### src/rtl/branch_fwd_unit_pkg.sv
`default_nettype none
//==============================================================================
// branch_fwd_unit_pkg -- forwarding-select encodings, LOAD opcode, entry type
// Revision 1.0
//==============================================================================
package branch_fwd_unit_pkg;

  localparam logic [1:0] FWD_RF     = 2'd0;
  localparam logic [1:0] FWD_MEM    = 2'd1;
  localparam logic [1:0] FWD_WB_ALU = 2'd2;
  localparam logic [1:0] FWD_WB_LD  = 2'd3;

  localparam logic [6:0] LOAD_OPCODE = 7'b0000011;

  typedef struct packed {
    logic       valid;
    logic [4:0] rd;
    logic       we;
    logic       ld;
  } fwd_entry_t;

endpackage
`default_nettype wire

### src/rtl/branch_fwd_unit_if.sv
`default_nettype none
//==============================================================================
// branch_fwd_unit_if -- ID-stage operand request and resolution bundle
// Revision 1.0
//==============================================================================
interface branch_fwd_unit_if #(
  parameter int XLEN  = 32,
  parameter int NSRC  = 2,
  parameter int CNT_W = 16
);
  logic                 id_valid;
  logic [NSRC*5-1:0]    id_rs;
  logic [NSRC-1:0]      id_rs_used;
  logic [4:0]           id_rd;
  logic                 id_we;
  logic                 id_is_load;
  logic                 flush;
  logic                 fwd_en;
  logic [NSRC*XLEN-1:0] rf_data;
  logic [XLEN-1:0]      mem_val;
  logic [XLEN-1:0]      wb_alu_val;
  logic [XLEN-1:0]      wb_load_val;
  logic [NSRC*XLEN-1:0] operand;
  logic [NSRC*2-1:0]    fwd_sel;
  logic                 stall;
  logic [CNT_W-1:0]     stall_cnt;

  modport master (
    output id_valid, id_rs, id_rs_used, id_rd, id_we, id_is_load, flush, fwd_en,
           rf_data, mem_val, wb_alu_val, wb_load_val,
    input  operand, fwd_sel, stall, stall_cnt
  );

  modport slave (
    input  id_valid, id_rs, id_rs_used, id_rd, id_we, id_is_load, flush, fwd_en,
           rf_data, mem_val, wb_alu_val, wb_load_val,
    output operand, fwd_sel, stall, stall_cnt
  );
endinterface
`default_nettype wire

### src/rtl/branch_fwd_unit_fwd_src_resolve.sv
`default_nettype none
//==============================================================================
// fwd_src_resolve -- picks the bypass source or a stall for one ID operand
// Revision 1.0
//==============================================================================
module fwd_src_resolve
  import branch_fwd_unit_pkg::*;
(
  input  logic [4:0] rs,
  input  logic       rs_used,
  input  logic       id_valid,
  input  logic       fwd_en,
  input  fwd_entry_t ex,
  input  fwd_entry_t mem,
  input  fwd_entry_t wb,
  output logic [1:0] sel,
  output logic       stall_req
);

  logic w_hit_ex;
  logic w_hit_mem;
  logic w_hit_wb;
  logic w_unused_ex_ld;

  // x0 never matches, so rs==0 always falls through to the register file
  assign w_hit_ex  = ex.valid  && ex.we  && (ex.rd  != 5'd0) && (ex.rd  == rs) && rs_used && id_valid;
  assign w_hit_mem = mem.valid && mem.we && (mem.rd != 5'd0) && (mem.rd == rs) && rs_used && id_valid;
  assign w_hit_wb  = wb.valid  && wb.we  && (wb.rd  != 5'd0) && (wb.rd  == rs) && rs_used && id_valid;

  // an EX-stage producer stalls whether or not it is a load
  assign w_unused_ex_ld = ex.ld;

  always_comb begin
    sel       = FWD_RF;
    stall_req = 1'b0;
    if (w_hit_ex) begin
      stall_req = 1'b1;
    end else if (w_hit_mem) begin
      if (!fwd_en || mem.ld) stall_req = 1'b1;
      else                   sel       = FWD_MEM;
    end else if (w_hit_wb) begin
      if (!fwd_en) stall_req = 1'b1;
      else         sel       = wb.ld ? FWD_WB_LD : FWD_WB_ALU;
    end
  end

endmodule
`default_nettype wire

### src/rtl/branch_fwd_unit.sv
`default_nettype none
//==============================================================================
// branch_fwd_unit -- ID-stage hazard tracking, operand bypass and stall control
// Revision 1.0
//==============================================================================
module branch_fwd_unit
  import branch_fwd_unit_pkg::*;
#(
  parameter int XLEN  = 32,
  parameter int NSRC  = 2,
  parameter int CNT_W = 16
) (
  input  logic               clk,
  input  logic               rst_n,
  branch_fwd_unit_if.slave   bus
);

  fwd_entry_t        r_ex;
  fwd_entry_t        r_mem;
  fwd_entry_t        r_wb;
  fwd_entry_t        w_ex_next;
  logic [CNT_W-1:0]  r_stall_cnt;
  logic [NSRC-1:0]   w_stall_req;
  logic [NSRC*2-1:0] w_sel;
  logic              w_stall;

  generate
    for (genvar i = 0; i < NSRC; i++) begin : g_src
      logic [XLEN-1:0] w_op;

      fwd_src_resolve u_resolve (
        .rs        (bus.id_rs[5*i +: 5]),
        .rs_used   (bus.id_rs_used[i]),
        .id_valid  (bus.id_valid),
        .fwd_en    (bus.fwd_en),
        .ex        (r_ex),
        .mem       (r_mem),
        .wb        (r_wb),
        .sel       (w_sel[2*i +: 2]),
        .stall_req (w_stall_req[i])
      );

      always_comb begin
        w_op = bus.rf_data[XLEN*i +: XLEN];
        case (w_sel[2*i +: 2])
          FWD_MEM:    w_op = bus.mem_val;
          FWD_WB_ALU: w_op = bus.wb_alu_val;
          FWD_WB_LD:  w_op = bus.wb_load_val;
          default:    w_op = bus.rf_data[XLEN*i +: XLEN];
        endcase
      end

      assign bus.operand[XLEN*i +: XLEN] = w_op;
    end
  endgenerate

  // flush kills the ID instruction, so it can never be the one that stalls
  assign w_stall = (|w_stall_req) && bus.id_valid && !bus.flush;

  always_comb begin
    w_ex_next = '0;
    if (bus.id_valid && !w_stall && !bus.flush) begin
      w_ex_next.valid = 1'b1;
      w_ex_next.rd    = bus.id_rd;
      w_ex_next.we    = bus.id_we;
      w_ex_next.ld    = bus.id_is_load;
    end
  end

  always_ff @(posedge clk or negedge rst_n) begin
    if (!rst_n) begin
      r_ex        <= '0;
      r_mem       <= '0;
      r_wb        <= '0;
      r_stall_cnt <= '0;
    end else begin
      r_ex  <= w_ex_next;
      r_mem <= r_ex;
      r_wb  <= r_mem;
      if (w_stall && (r_stall_cnt != '1)) r_stall_cnt <= r_stall_cnt + 1'b1;
    end
  end

  assign bus.stall     = w_stall;
  assign bus.fwd_sel   = w_sel;
  assign bus.stall_cnt = r_stall_cnt;

endmodule
`default_nettype wire

### src/flat_wrapper.sv
// flat-port wrapper written by rule: the top's interface ports become plain ports
module branch_fwd_unit_flat import branch_fwd_unit_pkg::*;
#(
  parameter int XLEN  = 32,
  parameter int NSRC  = 2,
  parameter int CNT_W = 16
)
  (clk, rst_n, bus_id_valid, bus_id_rs, bus_id_rs_used, bus_id_rd, bus_id_we, bus_id_is_load, bus_flush, bus_fwd_en, bus_rf_data, bus_mem_val, bus_wb_alu_val, bus_wb_load_val, bus_operand, bus_fwd_sel, bus_stall, bus_stall_cnt);
  branch_fwd_unit_if #(.XLEN(XLEN), .NSRC(NSRC), .CNT_W(CNT_W)) bus_i ();
  input  logic clk;
  input  logic rst_n;
  input wire logic [$bits(bus_i.id_valid)-1:0] bus_id_valid;
  input wire logic [$bits(bus_i.id_rs)-1:0] bus_id_rs;
  input wire logic [$bits(bus_i.id_rs_used)-1:0] bus_id_rs_used;
  input wire logic [$bits(bus_i.id_rd)-1:0] bus_id_rd;
  input wire logic [$bits(bus_i.id_we)-1:0] bus_id_we;
  input wire logic [$bits(bus_i.id_is_load)-1:0] bus_id_is_load;
  input wire logic [$bits(bus_i.flush)-1:0] bus_flush;
  input wire logic [$bits(bus_i.fwd_en)-1:0] bus_fwd_en;
  input wire logic [$bits(bus_i.rf_data)-1:0] bus_rf_data;
  input wire logic [$bits(bus_i.mem_val)-1:0] bus_mem_val;
  input wire logic [$bits(bus_i.wb_alu_val)-1:0] bus_wb_alu_val;
  input wire logic [$bits(bus_i.wb_load_val)-1:0] bus_wb_load_val;
  output wire logic [$bits(bus_i.operand)-1:0] bus_operand;
  output wire logic [$bits(bus_i.fwd_sel)-1:0] bus_fwd_sel;
  output wire logic [$bits(bus_i.stall)-1:0] bus_stall;
  output wire logic [$bits(bus_i.stall_cnt)-1:0] bus_stall_cnt;
  assign bus_i.id_valid = bus_id_valid;
  assign bus_i.id_rs = bus_id_rs;
  assign bus_i.id_rs_used = bus_id_rs_used;
  assign bus_i.id_rd = bus_id_rd;
  assign bus_i.id_we = bus_id_we;
  assign bus_i.id_is_load = bus_id_is_load;
  assign bus_i.flush = bus_flush;
  assign bus_i.fwd_en = bus_fwd_en;
  assign bus_i.rf_data = bus_rf_data;
  assign bus_i.mem_val = bus_mem_val;
  assign bus_i.wb_alu_val = bus_wb_alu_val;
  assign bus_i.wb_load_val = bus_wb_load_val;
  assign bus_operand = bus_i.operand;
  assign bus_fwd_sel = bus_i.fwd_sel;
  assign bus_stall = bus_i.stall;
  assign bus_stall_cnt = bus_i.stall_cnt;
  branch_fwd_unit #(.XLEN(XLEN), .NSRC(NSRC), .CNT_W(CNT_W)) u_core (.clk(clk), .rst_n(rst_n), .bus(bus_i));
endmodule
### config.mk
export PLATFORM = sky130hd
export DESIGN_NAME = branch_fwd_unit_flat
export DESIGN_NICKNAME = d
export VERILOG_FILES = /design/src/rtl/branch_fwd_unit_pkg.sv /design/src/rtl/branch_fwd_unit_if.sv /design/src/rtl/branch_fwd_unit_fwd_src_resolve.sv /design/src/rtl/branch_fwd_unit.sv /design/src/flat_wrapper.sv
export SDC_FILE = /design/constraint.sdc
export NUM_CORES = 1
export LEC_CHECK = 0
export ABC_AREA = 1
export CORE_AREA = 2 2 114 116
export CTS_CLUSTER_SIZE = 24
export DETAILED_ROUTE_END_ITERATION = 10
export DIE_AREA = 0 0 116 118
export GPL_ROUTABILITY_DRIVEN = 0
export PLACE_DENSITY = 0.83
export SLEW_MARGIN = 20
export SYNTH_ARGS = -nofsm -noshare
export SYNTH_HDL_FRONTEND = slang
export SYNTH_SLANG_ARGS = --single-unit
### constraint.sdc
create_clock -name clk -period 2.3 [get_ports clk]
set_clock_uncertainty 0.05 [all_clocks]
set_input_delay 0.46 -clock clk [delete_from_list [all_inputs] [get_ports clk]]
set_output_delay 0.46 -clock clk [all_outputs]
set_load 0.01 [all_outputs]
Word-level counts from Yosys, hierarchy flattened
Cells that the tools add are included. Widths: inputs -> output; s select.

Flip-flop bits (word level): 40. Bits of input ports: 184.

Mux-type cells: 20. Equality and inequality tests: 13. Add/subtract/negate cells: 1. Reductions and logical operators: 37.

Operators by type and width (number): $pmux 32 s3 (2); $eq 5x5->1 (6); $logic_and 1x1->1 (29); $add 16x1->16 const B (1); $ne 16x16->1 const B (1); $reduce_bool 5->1 (3); $mux 2 (7); $mux 1 (10); $eq 2x2->1 const B (4); $mux 8 (1); $eq 2x1->1 const B (2); $logic_not 1->1 (3); $reduce_or 2->1 (1); $logic_or 1x1->1 (1).

Depth between registers and ports, before layout
Gate-level depths: netlist (run 1).

Depth in word-level cells: 15. Gate-level depth with buffers: 15. Gate-level depth less buffers: 14.

Hierarchy
Synthesis (run 1) repeated with hierarchy kept, for this count alone.

Cell total of the unflattened synthesis: 776. Area total of the unflattened synthesis: 4167.7 um^2.

Modules (own cells, without submodules): branch_fwd_unit (seq. area each 1001.0 um^2, cells an instance 554, times used 1, area each 3226.8 um^2); fwd_src_resolve (seq. area each 0.0 um^2, cells an instance 111, times used 2, area each 470.5 um^2).

Worst setup path after synthesis (run 1)
No wires, ideal clock.

Path kind: input port to output port. Start point: input port bus_id_rs_used[1]. End point: output port bus_operand[35]. Cell stages on the path: 11. Slack: 22 ps. Arrival time: 1768 ps. Data required time: 1790 ps. Path buffers: 2. Cell sequence: nand2_1 > inv_1 > nand4_1 > nor2_2 > nand3_4 > nor2_8 > nor2b_1 > buf_4 > buf_4 > nand3_1 > nand4_1.

Word-level cells in the longest chain between the ends: 7.

Ends and longest elaborated chain: start, declared (RTL line flat_wrapper.sv:14) `input wire logic [$bits(bus_i.id_rs_used)-1:0] bus_id_rs_used;`; $logic_and 1x1->1 (2 in a row) (RTL line branch_fwd_unit_fwd_src_resolve.sv:28) `assign w_hit_wb = wb.valid && wb.we && (wb.rd != 5'd0) && (wb.rd == rs) && rs_used && id_valid;`; $mux 2 (RTL line branch_fwd_unit_fwd_src_resolve.sv:41) `end else if (w_hit_wb) begin`; $mux 2 (RTL line branch_fwd_unit_fwd_src_resolve.sv:38) `end else if (w_hit_mem) begin`; $mux 2 (*) (RTL line branch_fwd_unit_fwd_src_resolve.sv:36) `if (w_hit_ex) begin`; via bus_fwd_sel[3] (RTL line flat_wrapper.sv:25) `output wire logic [$bits(bus_i.fwd_sel)-1:0] bus_fwd_sel;`; $eq 2x2->1 / $eq 2x1->1 (equally long branches) (RTL line branch_fwd_unit.sv:45) `case (w_sel[2*i +: 2])`; $pmux 32 s3 (*) (RTL line branch_fwd_unit.sv:45); end, declared (RTL line flat_wrapper.sv:24) `output wire logic [$bits(bus_i.operand)-1:0] bus_operand;`.

Mark *: on every way through the listed nets, which the timed path passes. The rest lies on a longest branch.

Final worst setup path (run 1)
Start point: register u_core.r_wb[5] (netlist bit). End point: output port bus_operand[57].

Word-level cells in the longest chain between the ends: 10.

Ends and longest elaborated chain: start, declared (RTL line branch_fwd_unit.sv:20) `fwd_entry_t r_wb;`; start signal, assigned (RTL line branch_fwd_unit.sv:79) `r_wb <= r_mem;`; $reduce_bool 5->1 (RTL line branch_fwd_unit_fwd_src_resolve.sv:28); $logic_and 1x1->1 (RTL line branch_fwd_unit_fwd_src_resolve.sv:28); $logic_and 1x1->1 (*) (3 in a row) (RTL line branch_fwd_unit_fwd_src_resolve.sv:28); $mux 2 (*) (RTL line branch_fwd_unit_fwd_src_resolve.sv:41); $mux 2 (*) (RTL line branch_fwd_unit_fwd_src_resolve.sv:38); $mux 2 (*) (RTL line branch_fwd_unit_fwd_src_resolve.sv:36); $eq 2x2->1 / $eq 2x1->1 (equally long branches) (RTL line branch_fwd_unit.sv:45); $pmux 32 s3 (*) (RTL line branch_fwd_unit.sv:45).

Every way passes the cells marked *; elsewhere a longest branch is shown, timed or not.

==> flow_metrics.py, run 1 <==
metrics = {
    "status": {
        "outcome": "complete, but fails checks",
        "violations_in_the_final_reports": "negative setup slack",
    },
    "clock_network": {
        "postCtsHoldBufs": 0,
        "path_clk_slew_ns": 0.06,
        "cts_buffers": 5,
        "cts-root-buf": "clkbuf_16",
        "clk_latency_ns": 0.29,
        "ctsLongestPathBuffers": 2,
        "cts_htree_levels": 2,
        "clock-sinks": 40,
        "tritoncts_clock_tree": "yes",
    },
    "synth": {
        "synth_enable_flop_cells": 0,
        "synth-async-reset-ratio_pct": 100,
        "ys_seq_area_share_pct": 19.9,
        "ys_warn_count": 0,
        "synth_fp_nets": 1057,
        "synth_seq_cells": 40,
        "syn_avg_cell_area_sq_um": 5.77,
        "ys_dominant_reg_cell": "dfrtp_1",
        "netlist-cell-type-count": 41,
        "synth.cell_area_sq_um": 5030,
        "post_synth_inst_count": 872,
    },
    "sta": {
        "timing_max_transition_violations_final": 0,
        "final-hold-violation-count": 0,
        "finalSetupViolCount": 69,
        "layout_worst_path_cycle_share_pct": 127,
        "final.min_clock_period_ns": 2.93,
        "worst_slew_pin_slew_ns": 0.839,
        "clock.fmax_mhz": 341,
        "final.setup.worst_slack_ns": -0.629,
        "rsz_0062_raised_after_global_routing": "yes",
        "slew_headroom_pct": 44.0,
    },
    "route": {
        "dr_total_vias": 8602,
        "drtPass1Iterations": 7,
        "final_antenna_net_count": 0,
        "route.detailed.drc": 0,
        "initialDrtViolationCount": 1350,
        "drt-wirelength-per-cell_um": 20.8,
        "wire_length_after_detailed_routing_um": 29800,
        "vias_per_cell": 6.01,
    },
    "placement": {
        "buffer_ports.inserted": 268,
        "hpwl_um": 19000,
        "number_of_cells_after_detailed_placement": 1354,
    },
    "worst_setup_path": {
        "worst-endpoint-arrival_ns": 2.42,
        "crit_path_max_incr_delay_ns": 0.41,
        "timing.critical_path.fanout_max": 12,
        "worst_setup_path_start_kind": "flop",
        "critical_path.cell_chain": "inv_2 -> nand2_1 -> nand4_1 -> nor2_2 -> nand3_4 -> o21ai_4 -> nand2_8 -> buf_12 -> clkbuf_16 -> nand3_1 -> nand4_1 -> buf_2",
        "most_common_cell_on_crit_path": "nand4_1",
        "worst-r2r-cell-count": 14,
        "critical_path_class": "flop to output port",
        "crit_required_ns": 1.79,
        "timing.rr.end": "u_core.bus.stall_cnt[9]",
        "r2r-start": "u_core.r_mem[6]",
        "worstSetupEndpointType": "output port",
        "r2r_slack_ns": 0.02,
        "critPathSlowestCell": "dfrtp_1",
    },
    "power": {
        "power_mw": 2.41,
        "powerDensity_nw_per_um2": 242,
        "ir_worst_vdd_mv": 0.744,
        "power_leakage_nw": 4.70,
    },
    "worst_hold_path": {
        "class_of_the_tightest_hold_or_removal_check": "input pin to async pin",
    },
    "global_route": {
        "grt_start_max_net_pins": 41,
        "globalRouteTotalUtil_pct": 38.5,
        "first_pass_grt_wire_length_um": 41300,
        "vias_in_the_first_global_route": 7797,
        "grt_antenna_before_repair": 4,
        "grt_overflow_total": 0,
    },
    "die": {
        "core_sq_um": 12400,
        "dieWidth_um": 116,
        "rows": 41,
        "die_area_sq_um": 13700,
        "die_y_um": 118,
        "design.portCount": 269,
        "floorplan.initialDensity_pct": 40.5,
    },
    "final_layout": {
        "drive_gt1_share_pct": 34.0,
        "number_of_filler_cells_placed_in_the_layout": 795,
        "final_cell_count_no_fill": 1432,
        "nNetsFinal": 1441,
        "postLayoutCoreUtil_pct": 80.1,
        "area_delta_synth_final_pct": 97.6,
    },
    "job": {
        "timing.max_cap.violations": 0,
    },
}
logic make-up after synthesis:
| group | synth area share, % |
|---|---|
| xor gates and xnor gates | 2.61 |
| DFF | 19.9 |
| buffers and inverters | 11.8 |
| AOI/OAI and AO/OA | 4.30 |
| adders and majority gates | 0.249 |
| and+or+nand+nor | 61.2 |
cell usage in the layout, fill, tap and decap left out, types with 4 or more instances in the layout:
master,count
buf_8,4
clkbuf_16,10
nand2_8,5
inv_2,24
or2_4,7
xnor2_1,7
dfrtp_1,30
nand2_1,233
nand2_2,40
xor2_1,7
nand3_1,81
a21oi_1,6
buf_12,21
buf_6,47
clkdlybuf4s50_1,184
buf_16,5
buf_2,65
or2_1,6
nand2_4,9
nor2_4,19
nand4_1,92
inv_1,59
nand3_4,5
nor3_1,4
nand3_2,24
or2_0,12
nand4_4,4
buf_4,75
dfrtp_2,10
o21ai_0,10
nand3b_1,6
nor2_1,75
o21ai_1,5
a21oi_2,4
nor2_2,23
inv_4,5
layer usage:
layer / wire (um) / global-route usage (%)
met5: 12 / 0
met4: 2610 / 23.6
met3: 3910 / 10.5
met2: 13300 / 60.4
met1: 9980 / 46.3
power by group:
group | switching [mW] | total (mW) | internal [mW]
registers | 0.0240 | 0.746 | 0.722
clock network | 0.293 | 0.809 | 0.515
logic | 0.390 | 0.851 | 0.461
worst max-delay path by stage:
stage,startpoint,end,slack [ns],depth (start not counted)
2_1_floorplan,bus_id_rs_used[1],bus_operand[35],0.02,11
3_3_place_gp,bus_id_valid,bus_operand[47],-1.16,14
3_5_place_dp,bus_id_valid,bus_operand[47],-1.19,12
4_1_cts,u_core.r_mem[6],bus_operand[7],-0.48,15
5_1_grt,u_core.r_wb[4],bus_operand[0],-0.87,14
6_report,u_core.r_wb[5],bus_operand[57],-0.63,12
what timing repair did:
item	in CTS	in global routing
buffers inserted	35	21
pin swaps	99	60
setup endpoints to repair	93	92
resized for setup	480	117
cloned	7	8
registers in the layout, summed over array words and instances (netlist names):
name / flops
u_core.r_mem: 8
u_core.bus.stall_cnt: 16
u_core.r_ex: 8
u_core.r_wb: 8
synth_stat cells, types with 2 or more instances:
master / number / share of area (%)
buf_2: 14 / 1.4
o21bai_1: 5 / 0.75
dfrtp_1: 40 / 20
nand2_1: 276 / 21
nor2_4: 4 / 0.90
nor2_1: 110 / 8.2
o21ai_0: 15 / 1.5
xnor2_1: 8 / 1.4
buf_4: 8 / 1.2
xor2_1: 7 / 1.2
or2_1: 6 / 0.75
or2_2: 7 / 0.87
nand4_1: 92 / 11
inv_1: 77 / 5.7
nand4_2: 3 / 0.75
nand3b_1: 6 / 0.90
nor3_1: 5 / 0.50
nand3_1: 105 / 10
or2_0: 12 / 1.5
clkbuf_1: 10 / 0.75
buf_6: 7 / 1.6
nand3_2: 4 / 0.80
nor4_1: 2 / 0.25
nand2_2: 7 / 0.87
nand2_4: 3 / 0.67
nor2_2: 3 / 0.37
a21oi_1: 10 / 0.99
inv_2: 13 / 0.97
through the flow:
stage               TNS (ns)  hold WS (ns)  area, sq um  setup slack (ns)
finish                -36.94         0.231         9940            -0.629
global route          -43.79         0.310         9940            -0.866
CTS                   -29.64         0.255         9310            -0.481
detailed placement    -90.34         0.287         8440             -1.19
global placement      -86.52         0.284         8440             -1.16
floorplan                  0         0.114         5030            0.0220
worst max-delay path: cells and delay by family (launching register included):
kind	cells	cell delay, ns
AO/OA/AOI/OAI	1	0.33
AND/OR/NAND/NOR	7	0.83
flip-flops	1	0.41
buffers and inverters	4	0.56
cell type report:
type / count / area, sq um / share of cell area, %
Antenna cell: 3 / 7.51 / 0.0755
Tap cell: 172 / 215 / 2.16
Multi-Input combinational cell: 702 / 4080 / 41.0
Timing Repair Buffer: 416 / 4090 / 41.2
Sequential cell: 40 / 1010 / 10.2
Clock inverter: 3 / 46.3 / 0.466
Clock buffer: 5 / 125 / 1.26
Inverter: 91 / 364 / 3.66
Note: power is estimated with default switching activity, not from simulation.
==> run 2, diff against run 1 <==
--- a/config.mk
+++ b/config.mk
@@ -7,6 +7,7 @@
 export LEC_CHECK = 0
 export ABC_AREA = 1
 export CORE_AREA = 2 2 114 116
+export CTS_CLUSTER_DIAMETER = 100
 export CTS_CLUSTER_SIZE = 24
 export DETAILED_ROUTE_END_ITERATION = 10
 export DIE_AREA = 0 0 116 118
==> results of run 2 <==
No change in the layout: final DEF, timing and power equal those of run 1.
